## config.mk

```make
export PLATFORM = sky130hd
export DESIGN_NAME = apb_master_slave_subsys
export DESIGN_NICKNAME = d
export VERILOG_FILES = /design/src/rtl/apb_master_slave_subsys.sv
export SDC_FILE = /design/constraint.sdc
export NUM_CORES = 1
export LEC_CHECK = 0
export ABC_CLOCK_PERIOD_IN_PS = 9900
export CAP_MARGIN = 15
export CORE_AREA = 2 2 91 93
export DETAILED_ROUTE_END_ITERATION = 10
export DIE_AREA = 0 0 93 95
export DONT_BUFFER_PORTS = 1
export GPL_TIMING_DRIVEN = 0
export HOLD_SLACK_MARGIN = 0.12
export PLACE_DENSITY = 0.79
export SLEW_MARGIN = 40
export SYNTH_ARGS = -nofsm -noshare
export SYNTH_HDL_FRONTEND = slang
export SYNTH_SLANG_ARGS = --single-unit
```

## constraint.sdc

```tcl
create_clock -name pclk -period 9.9 [get_ports pclk]
set_input_delay 1.485 -clock pclk [delete_from_list [all_inputs] [get_ports pclk]]
set_output_delay 1.485 -clock pclk [all_outputs]
set_load 0.01 [all_outputs]
```

## src/rtl/apb_master_slave_subsys.sv

```systemverilog
// ---------------------------------------------------------------------------
// apb_master_slave_subsys
//
// Self-contained APB3 subsystem: a command-driven master and a word-addressed
// register-file slave sharing one internal bus. Every transfer targets the
// fixed address TGT_ADDR. A write stores (last read data + 1), so alternating
// WRITE/READ commands walk an increment chain through the slave memory.
//
// Ports
//   pclk      in   1       clock, rising edge
//   preset_n  in   1       asynchronous reset, active HIGH despite the name
//   add_i     in   2       command: 00 NOP, 01 READ, 11 WRITE, 10 treated as NOP
//   ready_o   out  1       internal pready (high in the completing ACCESS cycle)
//   rdata_o   out  DATA_W  read data while ready_o=1 on a READ, else 0
// ---------------------------------------------------------------------------
module apb_master_slave_subsys #(
   parameter int                ADDR_W      = 32,
   parameter int                DATA_W      = 32,
   parameter logic [ADDR_W-1:0] TGT_ADDR    = 'hA000,
   parameter int                MEM_DEPTH   = 16,
   parameter int                WAIT_STATES = 0
) (
   input  logic              pclk,
   input  logic              preset_n,
   input  logic [1:0]        add_i,
   output logic              ready_o,
   output logic [DATA_W-1:0] rdata_o
);

   // word index width; the slave decodes paddr[IDX_W+1:2] and ignores the rest
   localparam int       IDX_W = (MEM_DEPTH > 1) ? $clog2(MEM_DEPTH) : 1;
   localparam logic [2:0] WS  = 3'(WAIT_STATES);

   typedef enum logic [1:0] {
      ST_IDLE   = 2'd0,
      ST_SETUP  = 2'd1,
      ST_ACCESS = 2'd2
   } state_t;

   // ------------------------------------------------------------------------
   // internal APB bus
   // ------------------------------------------------------------------------
   logic              psel;
   logic              penable;
   logic              pwrite;
   logic [ADDR_W-1:0] paddr;
   logic [DATA_W-1:0] pwdata;
   logic [DATA_W-1:0] prdata;
   logic              pready;

   // ------------------------------------------------------------------------
   // master
   // ------------------------------------------------------------------------
   state_t            state_q;
   state_t            state_d;
   logic [DATA_W-1:0] last_rd_q;
   logic              launch;

   // 01 and 11 start a transfer; 00 and the reserved 10 do nothing
   assign launch = add_i[0];

   // state register
   always_ff @(posedge pclk or posedge preset_n) begin
      if (preset_n) state_q <= ST_IDLE;
      else          state_q <= state_d;
   end

   // next-state logic; add_i is only looked at in IDLE
   always_comb begin
      state_d = state_q;
      case (state_q)
         ST_IDLE:   if (launch) state_d = ST_SETUP;
         ST_SETUP:  state_d = ST_ACCESS;
         ST_ACCESS: if (pready) state_d = ST_IDLE;
         default:   state_d = ST_IDLE;
      endcase
   end

   // bus control outputs decoded from state
   always_comb begin
      psel    = 1'b0;
      penable = 1'b0;
      case (state_q)
         ST_SETUP:  psel = 1'b1;
         ST_ACCESS: begin
            psel    = 1'b1;
            penable = 1'b1;
         end
         default: ;
      endcase
   end

   // Address, direction and write data are loaded on the IDLE->SETUP edge so
   // they are already valid in SETUP and stay frozen through ACCESS.
   always_ff @(posedge pclk or posedge preset_n) begin
      if (preset_n) begin
         pwrite <= 1'b0;
         paddr  <= '0;
         pwdata <= '0;
      end else if (state_q == ST_IDLE && launch) begin
         pwrite <= add_i[1];
         paddr  <= TGT_ADDR;
         pwdata <= last_rd_q + DATA_W'(1);
      end
   end

   // capture read data on the completing edge of a read
   always_ff @(posedge pclk or posedge preset_n) begin
      if (preset_n)
         last_rd_q <= '0;
      else if (state_q == ST_ACCESS && pready && !pwrite)
         last_rd_q <= prdata;
   end

   // ------------------------------------------------------------------------
   // slave
   // ------------------------------------------------------------------------
   logic [DATA_W-1:0] mem [MEM_DEPTH];
   logic [2:0]        wait_cnt_q;
   logic [IDX_W-1:0]  idx;
   logic              unused_addr_bits;

   // MEM_DEPTH is expected to be a power of two so the slice wraps naturally
   assign idx              = paddr[IDX_W+1:2];
   assign unused_addr_bits = ^{paddr[ADDR_W-1:IDX_W+2], paddr[1:0]};

   assign pready = psel & penable & (wait_cnt_q == WS);

   // counts the ACCESS cycles already stalled; cleared when the transfer ends
   always_ff @(posedge pclk or posedge preset_n) begin
      if (preset_n)
         wait_cnt_q <= '0;
      else if (psel && penable) begin
         if (pready) wait_cnt_q <= '0;
         else        wait_cnt_q <= wait_cnt_q + 3'd1;
      end
   end

   // writes land at the completing edge only, so prdata in the same cycle
   // still reflects the old contents and an aborted write leaves no trace
   always_ff @(posedge pclk or posedge preset_n) begin
      if (preset_n) begin
         for (int i = 0; i < MEM_DEPTH; i++) mem[i] <= '0;
      end else if (pready && pwrite) begin
         mem[idx] <= pwdata;
      end
   end

   assign prdata = (psel & penable & ~pwrite) ? mem[idx] : '0;

   // ------------------------------------------------------------------------
   // observation outputs
   // ------------------------------------------------------------------------
   assign ready_o = pready;
   // prdata is live during wait states too; only expose it on completion
   assign rdata_o = pready ? prdata : '0;

endmodule

```

======== After elaboration in Yosys (flattened, before gate mapping) ========
Cells that the tools add are included.
cells by class
  reduce and logical (&&, ||, !) cells .... 10
  $add $sub $neg .......................... 2
  equal/unequal tests ..................... 4
  bitwise gates (word level) .............. 4
  mux-type cells .......................... 8
operators by type and width
  kind                                                              count
  32-bit 2-to-1 mux                                                 2
  32-bit by 1-bit adder with 32-bit output (second input constant)  1
  2-bit case mux with 3 select lines                                1
  1-bit logical AND                                                 5
  2-bit 2-to-1 mux                                                  2
  2-bit != test (second input constant)                             2
  3-bit by 1-bit adder with 3-bit output (second input constant)    1
  1-bit AND                                                         3
  3-bit logical NOT                                                 1
  3-bit 2-to-1 mux                                                  1
  2-bit by 1-bit == test with 1-bit output (second input constant)  1
  2-bit == test (second input constant)                             1
  2-bit logical NOT                                                 1
  1-bit 2-to-1 mux                                                  2
  2-bit AND reduction                                               1
  2-bit OR reduction                                                1
  1-bit logical NOT                                                 1
  1-bit NOT                                                         1
word-level totals
  bits in registers ....................... 102
  output and inout bits ................... 33
  input port bits ......................... 4
  word-level logic and storage cells ...... 34

======== Longest topological paths before layout ========
  word-level depth ........................ 7
  gate-level depth with buffers ........... 7
  gate-level depth less buffers ........... 6

======== Least setup slack after synthesis ========
Ideal clock, no wire load.
  kind .................................... reg2out
  start ................................... register wait_cnt_q[0]
  end ..................................... output rdata_o[27]
  required time ........................... 8,415 ps
  slack ................................... 6,960 ps
  path buffers ............................ 1
  stages on the path, launching flop included .. 7
  arrival time ............................ 1,455 ps
  cells stage by stage .................... dfrtp_1 -> inv_1 -> ha_1 -> nand2b_1 -> nor3_2 -> buf_2 -> and2_1
between the ends
  longest elaborated chain between the ends .. 3
RTL lines
  item                    RTL line  text
  from (decl)             119       logic [2:0] wait_cnt_q;
  from (signal assigned)  135       else wait_cnt_q <= wait_cnt_q + 3'd1;
  3-bit logical NOT       127       assign pready = psel & penable & (wait_cnt_q == WS);
  1-bit AND               127
  32-bit 2-to-1 mux       156       assign rdata_o = pready ? prdata : '0;
  to (decl)               27        output logic [DATA_W-1:0] rdata_o
No other way between the ends.

======== Worst setup path in the final report ========
  start ................................... register wait_cnt_q[0]
  end ..................................... output rdata_o[7]
Same word-level chain as after synthesis.

==> summary.md <==
| Metric | Value |
|---|---|
| Post-CTS Setup Bufs | 0 |
| Netlist cell types | 35 |
| Fmax | 0.262 GHz |
| Peak fanout along the critical path | 10 |
| Fin. Hold Viols | 0 |
| Max-slew violations | 0 |
| Post-CTS Resized | 0 |
| Post-synth ARST share | 100% |
| Combinational Power Share | 26.2% |
| Period minus WS final | 3.82 ns |
| Setup violators final | 0 |
| Core ar. | 7930 um2 |
| CP max stage cell | nor3_2 |
| Vias in the first global route | 2,988 |
| Final Wtd Congestion | 0.788 |
| Net Switching | 0.466 mW |
| CTS clock-pin slew for the worst setup and hold paths | 0.09 ns |
| Crit path largest cell delay | 0.48 ns |
| Post-Syn Area per Cell | 11.9 um2 |
| HPWL Detailed | 5.96 mm |
| CP Capture Type | output pin |
| Multi-input logic area | 1940 um2 |
| Max Cap Violations | 0 |
| Worst skew pair latency | 0.36 ns |
| Prevailing post-synth register cell | dfrtp_1 |
| Vias per cell | 5.73 |
| First-pass GRT wire length | 14.6 mm |
| Worst slew pin tran | 0.625 ns |
| Largest net degree at the start of global routing | 81 |
| Synth Warn # | 0 |
| TritonCTS clock tree | done |
| Max_slew headroom | 58.3% |
| FP Rows | 33 |
| Sequential area share after synthesis | 55.2% |
| Clk root buf | clkbuf_8 |
| Most frequent cells in the layout | dfrtp_1 (102), mux2_2 (64), nor2_1 (37), and2_1 (34), a21oi_1 (29) |
| Critical Path, Cell by Cell | inv_1, ha_1, nand2b_1, nor3_2, clkbuf_1, and2_1 |
| CTS sink cnt | 102 |
| Cell area after synthesis | 4630 um2 |
| VDD IR-drop max | 170 uV |
| Crit Path Category | flip-flop to output pin |
| Setup Skew | 0.0127 ns |
| Req. time, crit path | 8.42 ns |
| Sequential share of power | 56.4% |
| Post-synth EDFFs | 0 |
| Synth-to-Final Area Change | 7.60% |
| Clock network power share | 17.4% |
| Post-Route WL | 8.76 mm |
| Internal Power | 0.919 mW |
| Max Root-Sink Buffers | 2 |
| Fin util | 62.8% |
| Antenna-violating nets left | 0 |
| Antenna violations before repair | 0 |
| Grt total ovfl | 0 |
| Die X | 93 um |
| Pre-antenna DRT Iters | 4 |
| RSZ-0062 raised after global routing | false |
| Final Cycle Share | 38.6% |
| Worst min path class | flip-flop to flip-flop |
| Area of the die | 8840 um2 |
| Initial DRC Count | 163 |
| Post-synth net total | 396 |
| Htree depth | 3 |
| Total global routing track utilization | 21.3% |
| TritonCTS Buffers | 9 |
| Post-route DRC | 0 |
| # IOs | 37 |
| Commonest non-fill, non-tap cell in the layout | dfrtp_1 |
| Starting Density | 58.3% |
| Post-Syn Instances | 389 |
| Sequential cell area | 2550 um2 |
| Status | finished, final reports clean |
| Drt wl/cell | 17.1 um |
| Fin nets | 408 |
| Sum Neg Setup Slack | 0 ns |
| Flops & latches, synth | 102 |
| Lkg Pwr | 2.08 nW |
| FILL cells | 640 |
| WP data arrival | 2.34 ns |
| Switching part of the total | 33.6% |
| Pwr dens | 278 nW/um2 |
| Buffers on Ports | 0 |
| Crit start category | flip-flop |
| CTS Hold Bufs | 0 |
| Ant. Diodes | 0 |
| Ratio of cells with drive above 1 in the final layout | 23.9% |
| Via count | 2,927 |
| Die Ht | 95 um |
## worst max-delay path, delay by kind of cell, from the launching register on
kind	cells	cell delay, ns
adders and majority gates	1	0.16
buffers and inverters	2	0.53
DFF	1	0.42
and+or+nand+nor	3	0.87
## layer usage
metal  vias up  share of wire (%)  GRT usage [%]
met3        11                5.4           5.43
met2        67                 50           35.6
met4         0                1.1           6.25
met1      1497                 43           27.7
li1       1352                  -              -
met5         -                  0              0
## power by group through the flow
stage          Clock (mW)  Combinational [mW]  Sequential, mW
6_report            0.241               0.362           0.781
5_1_grt             0.260               0.404           0.811
4_1_cts             0.246               0.368           0.779
3_5_place_dp            0               0.365           0.787
3_3_place_gp            0               0.343           0.770
2_1_floorplan           0               0.308           0.733
## state kept, by name, indices dropped and copies added (netlist names)
register and flops:
last_rd_q 32, mem 32, pwdata 32, pwrite 1, state_q 2, wait_cnt_q 3
## synth_stat cells, types with 8 or more instances
cell	instances	area, um2
a21oi_1	29	145
and2_1	34	213
clkbuf_1	9	33.8
dfrtp_1	102	2550
inv_1	8	30.0
mux2_2	64	721
nand2_1	11	41.3
nand3_1	8	40.0
nand4_1	15	93.8
nor2_1	37	139
xnor2_1	10	87.6
xor2_1	19	166
## cell type report
type                    instances  share of cell area [%]
inverters                       8                   0.754
repair buffers                  1                   0.553
multi-input cells             261                    39.1
clock inverters                 5                   0.679
flip-flops and latches        102                    51.3
clock buffers                  11                    3.04
well taps                     105                    2.64
plain buffers                  18                    1.99
## final timing paths
check | slack (ns) | cells past startpoint | from | to
worst max-delay path | 6.08 | 6 | wait_cnt_q[0] | rdata_o[7]
worst max register to register | 7.75 | 7 | wait_cnt_q[0] | mem[494]
min in group asynchronous | 0.90 | 1 | preset_n | last_rd_q[11]
worst min register to register | 0.50 | 1 | wait_cnt_q[2] | wait_cnt_q[2]
worst min-delay path | 0.50 | 1 | wait_cnt_q[2] | wait_cnt_q[2]
max in group asynchronous | 8.38 | 2 | preset_n | pwdata[8]
## kinds of logic (layout without fill, tap and decap cells)
| family | after synthesis | after routing | share of synthesized area, % |
|---|---|---|---|
| AOI/OAI and AO/OA | 37 | 37 | 4.19 |
| xor gates and xnor gates | 29 | 29 | 5.49 |
| adders and majority gates | 3 | 3 | 0.812 |
| buffers and inverters | 26 | 43 | 2.79 |
| DFF | 102 | 102 | 55.2 |
| muxes | 65 | 65 | 15.8 |
| and+or+nand+nor | 127 | 127 | 15.7 |
## through the flow
step / worst slack, ns / total power, mW / instances / area (um2) / hold slack [ns]
after floorplan: 5.74 / 1.04 / 389 / 4630 / 0.462
after global placement: 4.84 / 1.11 / 494 / 4760 / 0.478
after detailed placement: 6.50 / 1.15 / 495 / 4790 / 0.491
after CTS: 6.10 / 1.39 / 511 / 4980 / 0.513
after global routing: 5.89 / 1.48 / 511 / 4980 / 0.531
final: 6.08 / 1.38 / 511 / 4980 / 0.505
Note: power is estimated with default switching activity, not from simulation.
